[config.mk]
export PLATFORM = sky130hd
export DESIGN_NAME = bw_io_impctl_above_filt_flat
export DESIGN_NICKNAME = d
export VERILOG_FILES = /design/src/rtl/bw_io_impctl_pkg.sv /design/src/rtl/bw_io_impctl_above_filt_if.sv /design/src/rtl/bw_u1_syncff_2x.sv /design/src/rtl/bw_io_impctl_above_filt.sv /design/src/flat_wrapper.sv
export SDC_FILE = /design/constraint.sdc
export NUM_CORES = 1
export LEC_CHECK = 0
export CAP_MARGIN = 40
export CELL_PAD_IN_SITES_DETAIL_PLACEMENT = 1
export CELL_PAD_IN_SITES_GLOBAL_PLACEMENT = 2
export CORE_MARGIN = 5
export CORE_UTILIZATION = 32
export CTS_CLUSTER_DIAMETER = 80
export CTS_CLUSTER_SIZE = 30
export DETAILED_ROUTE_END_ITERATION = 7
export PLACE_DENSITY_LB_ADDON = 0.05
export SLEW_MARGIN = 15
export SYNTH_ARGS = -nofsm -noshare
export SYNTH_HDL_FRONTEND = slang
export SYNTH_SLANG_ARGS = --single-unit
[constraint.sdc]
create_clock -name rclk -period 1.8 [get_ports rclk]
set_input_delay 0.36 -clock rclk [delete_from_list [all_inputs] [get_ports rclk]]
set_output_delay 0.36 -clock rclk [all_outputs]
set_load 0.1 [all_outputs]
[src/rtl/bw_io_impctl_pkg.sv]
// Shared definitions for the impedance-control loop.
//  - filt_state_e : state encoding of the comparator filter FSM
//  - *_DEF        : default window size, settle delay and dead-band thresholds,
//                   also used by the impctl state machine block
package bw_io_impctl_pkg;

  typedef enum logic [2:0] {
    ST_IDLE     = 3'd0,
    ST_SETTLE   = 3'd1,
    ST_ACCUM    = 3'd2,
    ST_DECIDE   = 3'd3,
    ST_WAIT_ACK = 3'd4
  } filt_state_e;

  localparam int NSAMP_DEF  = 8;
  localparam int CNT_W_DEF  = 4;   // log2(NSAMP_DEF)+1, spare bit so a full window never wraps
  localparam int SETTLE_DEF = 3;
  localparam int THR_HI_DEF = 6;
  localparam int THR_LO_DEF = 2;

endpackage

[src/rtl/bw_io_impctl_above_filt_if.sv]
// Bus between the comparator filter and its surroundings.
//  master : drives above_raw, code_chg, bypass, req_ack; observes results
//  slave  : the filter; drives inc, dec, hold, ones_cnt, above_sync
interface bw_io_impctl_above_filt_if
  import bw_io_impctl_pkg::*;
#(
  parameter int CNT_W = CNT_W_DEF
);
  logic             above_raw;
  logic             code_chg;
  logic             bypass;
  logic             req_ack;
  logic             inc;
  logic             dec;
  logic             hold;
  logic [CNT_W-1:0] ones_cnt;
  logic             above_sync;

  modport master (
    output above_raw, code_chg, bypass, req_ack,
    input  inc, dec, hold, ones_cnt, above_sync
  );

  modport slave (
    input  above_raw, code_chg, bypass, req_ack,
    output inc, dec, hold, ones_cnt, above_sync
  );
endinterface

[src/rtl/bw_u1_syncff_2x.sv]
// Two-flop synchroniser with asynchronous active-low reset.
//  clk   : destination clock
//  rst_n : asynchronous reset, active low, clears both stages
//  d     : asynchronous input
//  q     : synchronised output, two clk cycles behind d
module bw_u1_syncff_2x (
  input  logic clk,
  input  logic rst_n,
  input  logic d,
  output logic q
);
  logic meta_reg;
  logic sync_reg;

  always_ff @(posedge clk or negedge rst_n) begin
    if (!rst_n) begin
      meta_reg <= 1'b0;
      sync_reg <= 1'b0;
    end else begin
      meta_reg <= d;
      sync_reg <= meta_reg;
    end
  end

  assign q = sync_reg;
endmodule

[src/rtl/bw_io_impctl_above_filt.sv]
// Comparator conditioning stage of the impedance-control loop.
// Synchronises the replica-pad comparator, waits SETTLE cycles after each code
// change, counts ones over an NSAMP window and issues one inc/dec request
// (held until req_ack) or a one-cycle hold pulse when inside the dead band.
//  rclk         : clock
//  hard_reset_n : asynchronous active-low reset
//  bus          : slave side of bw_io_impctl_above_filt_if
//                 (above_raw, code_chg, bypass, req_ack in;
//                  inc, dec, hold, ones_cnt, above_sync out)
module bw_io_impctl_above_filt
  import bw_io_impctl_pkg::*;
#(
  parameter int NSAMP  = NSAMP_DEF,
  parameter int CNT_W  = CNT_W_DEF,
  parameter int SETTLE = SETTLE_DEF,
  parameter int THR_HI = THR_HI_DEF,
  parameter int THR_LO = THR_LO_DEF
) (
  input  logic                     rclk,
  input  logic                     hard_reset_n,
  bw_io_impctl_above_filt_if.slave bus
);
  localparam int               SET_W       = (SETTLE > 1) ? $clog2(SETTLE) : 1;
  localparam logic [SET_W-1:0] SETTLE_LAST = SET_W'(SETTLE - 1);
  localparam logic [CNT_W-1:0] SAMP_LAST   = CNT_W'(NSAMP - 1);
  localparam logic [CNT_W-1:0] ONES_MAX    = CNT_W'(NSAMP);
  localparam logic [CNT_W-1:0] THR_HI_C    = CNT_W'(THR_HI);
  localparam logic [CNT_W-1:0] THR_LO_C    = CNT_W'(THR_LO);

  logic above_sync;

  filt_state_e      state_reg,  state_next;
  logic [SET_W-1:0] settle_reg, settle_next;
  logic [CNT_W-1:0] sample_reg, sample_next;
  logic [CNT_W-1:0] ones_reg,   ones_next;
  logic             inc_reg,    inc_next;
  logic             dec_reg,    dec_next;
  logic             hold_reg,   hold_next;

  bw_u1_syncff_2x u_sync (
    .clk   (rclk),
    .rst_n (hard_reset_n),
    .d     (bus.above_raw),
    .q     (above_sync)
  );

  always_ff @(posedge rclk or negedge hard_reset_n) begin
    if (!hard_reset_n) begin
      state_reg  <= ST_SETTLE;
      settle_reg <= '0;
      sample_reg <= '0;
      ones_reg   <= '0;
      inc_reg    <= 1'b0;
      dec_reg    <= 1'b0;
      hold_reg   <= 1'b0;
    end else begin
      state_reg  <= state_next;
      settle_reg <= settle_next;
      sample_reg <= sample_next;
      ones_reg   <= ones_next;
      inc_reg    <= inc_next;
      dec_reg    <= dec_next;
      hold_reg   <= hold_next;
    end
  end

  always_comb begin
    state_next  = state_reg;
    settle_next = settle_reg;
    sample_next = sample_reg;
    ones_next   = ones_reg;
    inc_next    = inc_reg;
    dec_next    = dec_reg;
    hold_next   = 1'b0;

    if (bus.bypass) begin
      // Frozen loop: everything parked at zero until bypass drops.
      state_next  = ST_IDLE;
      settle_next = '0;
      sample_next = '0;
      ones_next   = '0;
      inc_next    = 1'b0;
      dec_next    = 1'b0;
    end else if (state_reg == ST_IDLE) begin
      // IDLE is only reachable through bypass, so being here with bypass
      // low means bypass just fell.
      state_next  = ST_SETTLE;
      settle_next = '0;
      sample_next = '0;
      ones_next   = '0;
    end else if (bus.code_chg) begin
      // A new code invalidates the window and any pending request, even one
      // being acknowledged in this same cycle.
      state_next  = ST_SETTLE;
      settle_next = '0;
      sample_next = '0;
      ones_next   = '0;
      inc_next    = 1'b0;
      dec_next    = 1'b0;
    end else begin
      case (state_reg)
        ST_SETTLE: begin
          if (settle_reg == SETTLE_LAST) begin
            state_next  = ST_ACCUM;
            settle_next = '0;
          end else begin
            settle_next = settle_reg + SET_W'(1);
          end
        end
        ST_ACCUM: begin
          sample_next = sample_reg + CNT_W'(1);
          ones_next   = (ones_reg == ONES_MAX) ? ones_reg : ones_reg + CNT_W'(above_sync);
          if (sample_reg == SAMP_LAST) begin
            state_next = ST_DECIDE;
          end
        end
        ST_DECIDE: begin
          if (ones_reg >= THR_HI_C) begin
            inc_next   = 1'b1;
            state_next = ST_WAIT_ACK;
          end else if (ones_reg <= THR_LO_C) begin
            dec_next   = 1'b1;
            state_next = ST_WAIT_ACK;
          end else begin
            // Dead band: no code step, just start another window straight
            // away since the replica has not changed.
            hold_next   = 1'b1;
            sample_next = '0;
            ones_next   = '0;
            state_next  = ST_ACCUM;
          end
        end
        ST_WAIT_ACK: begin
          if (bus.req_ack) begin
            inc_next    = 1'b0;
            dec_next    = 1'b0;
            settle_next = '0;
            sample_next = '0;
            ones_next   = '0;
            state_next  = ST_SETTLE;
          end
        end
        default: begin
          state_next  = ST_SETTLE;
          settle_next = '0;
          sample_next = '0;
          ones_next   = '0;
          inc_next    = 1'b0;
          dec_next    = 1'b0;
        end
      endcase
    end
  end

  assign bus.inc        = inc_reg;
  assign bus.dec        = dec_reg;
  assign bus.hold       = hold_reg;
  assign bus.ones_cnt   = ones_reg;
  assign bus.above_sync = above_sync;

endmodule

[src/flat_wrapper.sv]
// flat-port wrapper written by rule: the top's interface ports become plain ports
module bw_io_impctl_above_filt_flat import bw_io_impctl_pkg::*;
#(
  parameter int NSAMP  = NSAMP_DEF,
  parameter int CNT_W  = CNT_W_DEF,
  parameter int SETTLE = SETTLE_DEF,
  parameter int THR_HI = THR_HI_DEF,
  parameter int THR_LO = THR_LO_DEF
)
  (rclk, hard_reset_n, bus_above_raw, bus_code_chg, bus_bypass, bus_req_ack, bus_inc, bus_dec, bus_hold, bus_ones_cnt, bus_above_sync);
  bw_io_impctl_above_filt_if #(.CNT_W(CNT_W)) bus_i ();
  input  logic rclk;
  input  logic hard_reset_n;
  input wire logic [$bits(bus_i.above_raw)-1:0] bus_above_raw;
  input wire logic [$bits(bus_i.code_chg)-1:0] bus_code_chg;
  input wire logic [$bits(bus_i.bypass)-1:0] bus_bypass;
  input wire logic [$bits(bus_i.req_ack)-1:0] bus_req_ack;
  output wire logic [$bits(bus_i.inc)-1:0] bus_inc;
  output wire logic [$bits(bus_i.dec)-1:0] bus_dec;
  output wire logic [$bits(bus_i.hold)-1:0] bus_hold;
  output wire logic [$bits(bus_i.ones_cnt)-1:0] bus_ones_cnt;
  output wire logic [$bits(bus_i.above_sync)-1:0] bus_above_sync;
  assign bus_i.above_raw = bus_above_raw;
  assign bus_i.code_chg = bus_code_chg;
  assign bus_i.bypass = bus_bypass;
  assign bus_i.req_ack = bus_req_ack;
  assign bus_inc = bus_i.inc;
  assign bus_dec = bus_i.dec;
  assign bus_hold = bus_i.hold;
  assign bus_ones_cnt = bus_i.ones_cnt;
  assign bus_above_sync = bus_i.above_sync;
  bw_io_impctl_above_filt #(.NSAMP(NSAMP), .CNT_W(CNT_W), .SETTLE(SETTLE), .THR_HI(THR_HI), .THR_LO(THR_LO)) u_core (.rclk(rclk), .hard_reset_n(hard_reset_n), .bus(bus_i));
endmodule
* Word level (Yosys, flattened, before mapping)
Index checks and enable logic that the tools add are counted.
Widths: inputs -> output; s select.
** Storage, ports and cells
- Register bits :: 18
- Latch bits :: 0
- Logic and storage cells :: 89
- Output and inout bits :: 8
- Bits in read-only memories :: 0
- Memories kept :: 0
- RAM bits :: 0
** Cells by class
- Multiply operators :: 0
- Div/mod/pow operators :: 0
- Bitwise gates (word level) :: 0
- $add $sub $neg :: 3
- Eq/ne operators :: 21
- Muxes and demuxes :: 45
- Shifts and indexed selects :: 0
- Reductions and logical operators :: 9
- $lt $le $gt $ge :: 2
** Operator list (number)
- $mux 4 :: 10
- $pmux 4 s4 :: 2
- $mux 3 :: 8
- $ne 5x4->1 const B :: 4
- $mux 1 :: 16
- $ne 4x3->1 const B :: 3
- $pmux 3 s4 :: 1
- $mux 2 :: 5
- $ne 5x3->1 const B :: 2
- $reduce_and 5->1 :: 2
- $ne 4x4->1 const B :: 2
- $reduce_and 4->1 :: 2
- $eq 3x2->1 const B :: 2
- $pmux 1 s3 :: 2
- $pmux 2 s3 :: 1
- $add 4x1->4 :: 1
- $add 4x1->4 const B :: 1
- $eq 4x3->1 const B :: 1
- $eq 4x4->1 const B :: 1
- $ge 4x3->1 const B :: 1
- $le 4x2->1 const B :: 1
- $ne 4x1->1 const B :: 1
- $reduce_or 2->1 :: 2
- $eq 3x1->1 const B :: 1
- other kinds (8) :: 8

* Logic depth before layout (Yosys ltp)
- Depth after elaboration :: 7
- Gate-level depth with buffers :: 5

* Hierarchy
From an unflattened synthesis, not the netlist that was laid out.
** Second synthesis, totals
- Cells, all modules :: 109
- Area, all modules :: 1013.5 µm²
** Modules (own cells, without submodules)
- bw_io_impctl_above_filt :: sequential area each 401.6 µm², area an instance 963.4 µm², cells an instance 107, times used 1
- bw_u1_syncff_2x :: sequential area each 50.0 µm², area an instance 50.0 µm², cells an instance 2, times used 1

* Least setup slack after synthesis
No wires, ideal clock.
- Path kind :: flip-flop to flip-flop
- From :: reg u_core.ones_reg[0], in the netlist u_core.bus.ones_cnt[0]
- To :: reg u_core.ones_reg[3], in the netlist u_core.bus.ones_cnt[3]
- Cell stages (with the launch flop) :: 6
- Data arrival time :: 1.803 ns
- Clock period less this slack :: 1.924 ns
- Library setup time :: 0.121 ns
- Setup slack :: -0.124 ns
- Cell sequence :: dfrtp_1 -> ha_1 -> nand3_1 -> o211ai_1 -> nand3_1 -> o21a_1
** Between the ends
- Cells in the longest elaborated chain, start to end :: 6
** RTL lines
- start: declaration :: line bw_io_impctl_above_filt.sv:35 : logic [CNT_W-1:0] ones_reg, ones_next;
- start signal: assignment :: line bw_io_impctl_above_filt.sv:60 : ones_reg <= ones_next;
- $add 4x1->4 :: line bw_io_impctl_above_filt.sv:112 : ones_next = (ones_reg == ONES_MAX) ? ones_reg : ones_reg + CNT_W'(above_sync);
- $mux 4 :: line bw_io_impctl_above_filt.sv:112
- $pmux 4 s4 :: line bw_io_impctl_above_filt.sv:101 : case (state_reg)
- $mux 4 :: line bw_io_impctl_above_filt.sv:91 : end else if (bus.code_chg) begin
- $mux 4 :: line bw_io_impctl_above_filt.sv:84 : end else if (state_reg == ST_IDLE) begin
- $mux 4 :: line bw_io_impctl_above_filt.sv:76 : if (bus.bypass) begin
Parallel ways exist; a longest one is shown, timed or not. The select of a mux whose other input is x is not followed.
A chain may end at the register's enable or synchronous reset.

* Final worst setup path
- From :: in bus_req_ack
- To :: reg u_core.sample_reg[2]
** Between the ends
- Cells in the longest elaborated chain, start to end :: 2
** RTL lines
- start: declaration :: line flat_wrapper.sv:17 : input wire logic [$bits(bus_i.req_ack)-1:0] bus_req_ack;
- $ne 5x4->1 (no line)
- $reduce_and 4->1 (no line)
- end signal: assignment :: line bw_io_impctl_above_filt.sv:59 : sample_reg <= sample_next;
- end: declaration :: line bw_io_impctl_above_filt.sv:34 : logic [CNT_W-1:0] sample_reg, sample_next;
No other way between the ends.

==> impl_results.md <==
* Overall Global Routing Usage at between 10% and 20%
* Crit Path Category: in2reg
* Fraction of layout instances using a drive strength above 1 at around a quarter
* Achievable Freq at between 500 and 600 MHz
* Status: complete, no violations
* Grt total ovfl at 0
* Die X at 63.6 um
* WL final at approximately 2300 um
* Via/cell ratio at 5.50
* Largest net degree at the start of global routing at 12
* Cell Pwr Density at 667 mW/mm^2
* CTS root buf: clkbuf_4
* Clock transition at path regs at about 0.1 ns
* Net Switching at between 200 and 250 uW
* Cell Int Power at roughly 620 uW
* Mapped Nets at around 110
* Post-Synthesis Cells at 96
* Worst Setup Start Kind: input pin
* Area grow syn2layout at 41.4%
* Clock Sinks at 18
* Synthesized area at slightly above 900 um^2
* Switch share at between 20% and 30%
* Wire per inst at around 15 um
* Final Critical Period at 1.71 ns
* Crit end category: flip-flop
* Final Hold Viols at 0
* Unrepaired setup endpoints after global routing: no
* Max clock buf depth at 2
* Final setup violation count at 0
* # Post-CTS Setup Buffers at 0
* DR pass1 iterations at 3
* Max-cap violations at 0
* Vias in the first global route at slightly above 900
* Post-CTS sizing at 0
* Register area share after synthesis at between 40% and 50%
* CORE AREA at approximately 0.0028 mm^2
* Fin util at between 40 and 50%
* Slew at the pin closest to its max-slew limit at between 0.4 and 0.5 ns
* Crit-path max FO at 7
* Global-route wire length before repair at just over 4000 um
* Synthesized flop and latch total at 18
* Syn Area/Cell at 9.57 um^2
* Iter 0 DRT Violations at 23
* Met1 Use GR at ~15%
* Die area at slightly above 0.004 mm^2
* Nets at around 130
* Clock share of power at approximately 29%
* I/O Buffers at 13
* Via Count at ~850
* Max-slew violations at 0
* M3 GR Usage at ~2.1%
* Initial antenna violation count at 0
* YS warnings at 0
* Number of core rows at 19
* Combinational share of power at between 20% and 30%
* CTS tree: built
* Clock Skew at between 0.003 and 0.004 ns
* Final Cycle Share at 95.0%
* Die Ht at approximately 64 um
* I/O pin count at 14
* Post-route DRC at 0
* Critical Path AT at 1.93 ns
* Tot Pwr at roughly 870 uW
* Distinct cell type count after synthesis at 31
* DP HPWL at about 1800 um
* Hold-fix buffers at CTS at 0
* Maximum VDD drop at about 450 uV
* Antenna Nets Post-Route at 0
* Met2 global-route usage at 21.8%
* Num CTS Buffers at 3
* Initial Utilization at between 30% and 40%
* RePlAce Congestion at around 0.76
* Worst Path Required at 2.02 ns
* Seq pwr share at between 50% and 60%
* P_leak at roughly 0.00057 uW
* Busiest layer in global routing: met2
* H-tree depth at 1
* Hold Crit Class: in2async
* Clock latency on the worst-skew pair at about 0.29 ns
* Ant diodes at 0
* Worst slew margin at between 70% and 80%
per-stage QoR:
stage / setup slack [ns] / hold WS (ns) / instances / instance area (um^2) / setup TNS [ns]
6_report: 0.0896 / 0.326 / 155 / 1300 / 0
5_1_grt: 0.0313 / 0.337 / 155 / 1300 / 0
4_1_cts: 0.0942 / 0.328 / 155 / 1300 / 0
3_5_place_dp: -0.213 / 0.345 / 151 / 1260 / -1.65
3_3_place_gp: -0.189 / 0.342 / 151 / 1260 / -1.37
2_1_floorplan: -0.00437 / 0.0644 / 96 / 923 / -0.00437
critical path: stages:
cell,delay (ns)
clkdlybuf4s50_1,0.43
or3b_1,0.36
a2111o_1,0.44
a21boi_4,0.18
a31oi_1,0.16
synth_stat cells:
master / number / share of area, %
inv_1: 5 / 2.0
o211ai_1: 1 / 0.82
or3_1: 2 / 1.4
mux2i_1: 1 / 1.1
nand3_1: 5 / 2.7
o21ai_0: 6 / 3.3
nand2_1: 8 / 3.3
a21oi_1: 8 / 4.4
a311oi_1: 1 / 0.95
ha_1: 3 / 4.1
nor3b_1: 1 / 0.82
and3_1: 1 / 0.68
or3b_1: 1 / 0.95
a31o_2: 1 / 0.95
a2111oi_0: 1 / 0.95
a2111o_1: 1 / 1.2
a21o_1: 3 / 2.5
or2_2: 1 / 0.68
dfstp_2: 1 / 2.9
nor3_1: 6 / 3.3
o21a_1: 2 / 1.6
nand2b_1: 2 / 1.4
nor4_1: 1 / 0.68
nor4b_1: 1 / 0.95
a31oi_1: 4 / 2.7
nand3b_1: 1 / 0.82
clkbuf_1: 2 / 0.82
nor2_1: 7 / 2.9
a21boi_4: 1 / 2.0
dfrtp_1: 17 / 46
o41ai_1: 1 / 0.95
routing by layer:
metal  wire [um]  share of wire [%]
met3          54                2.3
met4          17               0.74
met1        1090                 47
met5           0                  0
met2        1150                 50
area by class of cell:
| class | count | area [um^2] |
|---|---|---|
| Fill cell | 318 | 1460 |
| Sequential cell | 18 | 457 |
| Tap cell | 31 | 38.8 |
| Multi-Input combinational cell | 71 | 440 |
| Inverter | 5 | 18.8 |
| Timing Repair Buffer | 26 | 308 |
| Clock buffer | 4 | 36.3 |
cells in the final DEF (no fill, tap or decap), drive strengths merged, types with 3 or more instances in the layout:
master / count
buf: 21
dfrtp: 17
a21oi: 8
nand2: 8
nor2: 7
nor3: 6
o21ai: 6
nand3: 5
inv: 5
clkdlybuf4s50: 5
a31oi: 4
clkbuf: 4
a21o: 3
ha: 3
power by group through the flow:
stage          clock network, uW  logic, uW  registers, uW
2_1_floorplan                  0       50.4            488
3_3_place_gp                   0        175            448
3_5_place_dp                   0        178            450
4_1_cts                      261        178            442
5_1_grt                      280        189            445
6_report                     250        175            442
worst paths after layout:
| check | startpoint | end | slack [ns] | cells after the start |
|---|---|---|---|---|
| max | bus_req_ack | u_core.sample_reg[2] | 0.09 | 5 |
| min | hard_reset_n | u_core.sample_reg[2] | 0.33 | 1 |
| max reg2reg | u_core.state_reg[0] | u_core.sample_reg[2] | 0.17 | 4 |
| min reg2reg | u_core.u_sync.meta_reg | u_core.u_sync.q | 0.36 | 0 |
| max in group asynchronous | hard_reset_n | u_core.bus.ones_cnt[1] | 0.98 | 2 |
| min in group rclk | u_core.u_sync.meta_reg | u_core.u_sync.q | 0.36 | 0 |
cell families after synthesis:
group	after synthesis	share of synthesized area (%)
simple gates	37	20.4
compound gates	30	22.3
flops	18	49.2
buf+inv	7	2.86
fa+ha+maj	3	4.09
mux	1	1.09
Power figures use the tool's default switching activity.
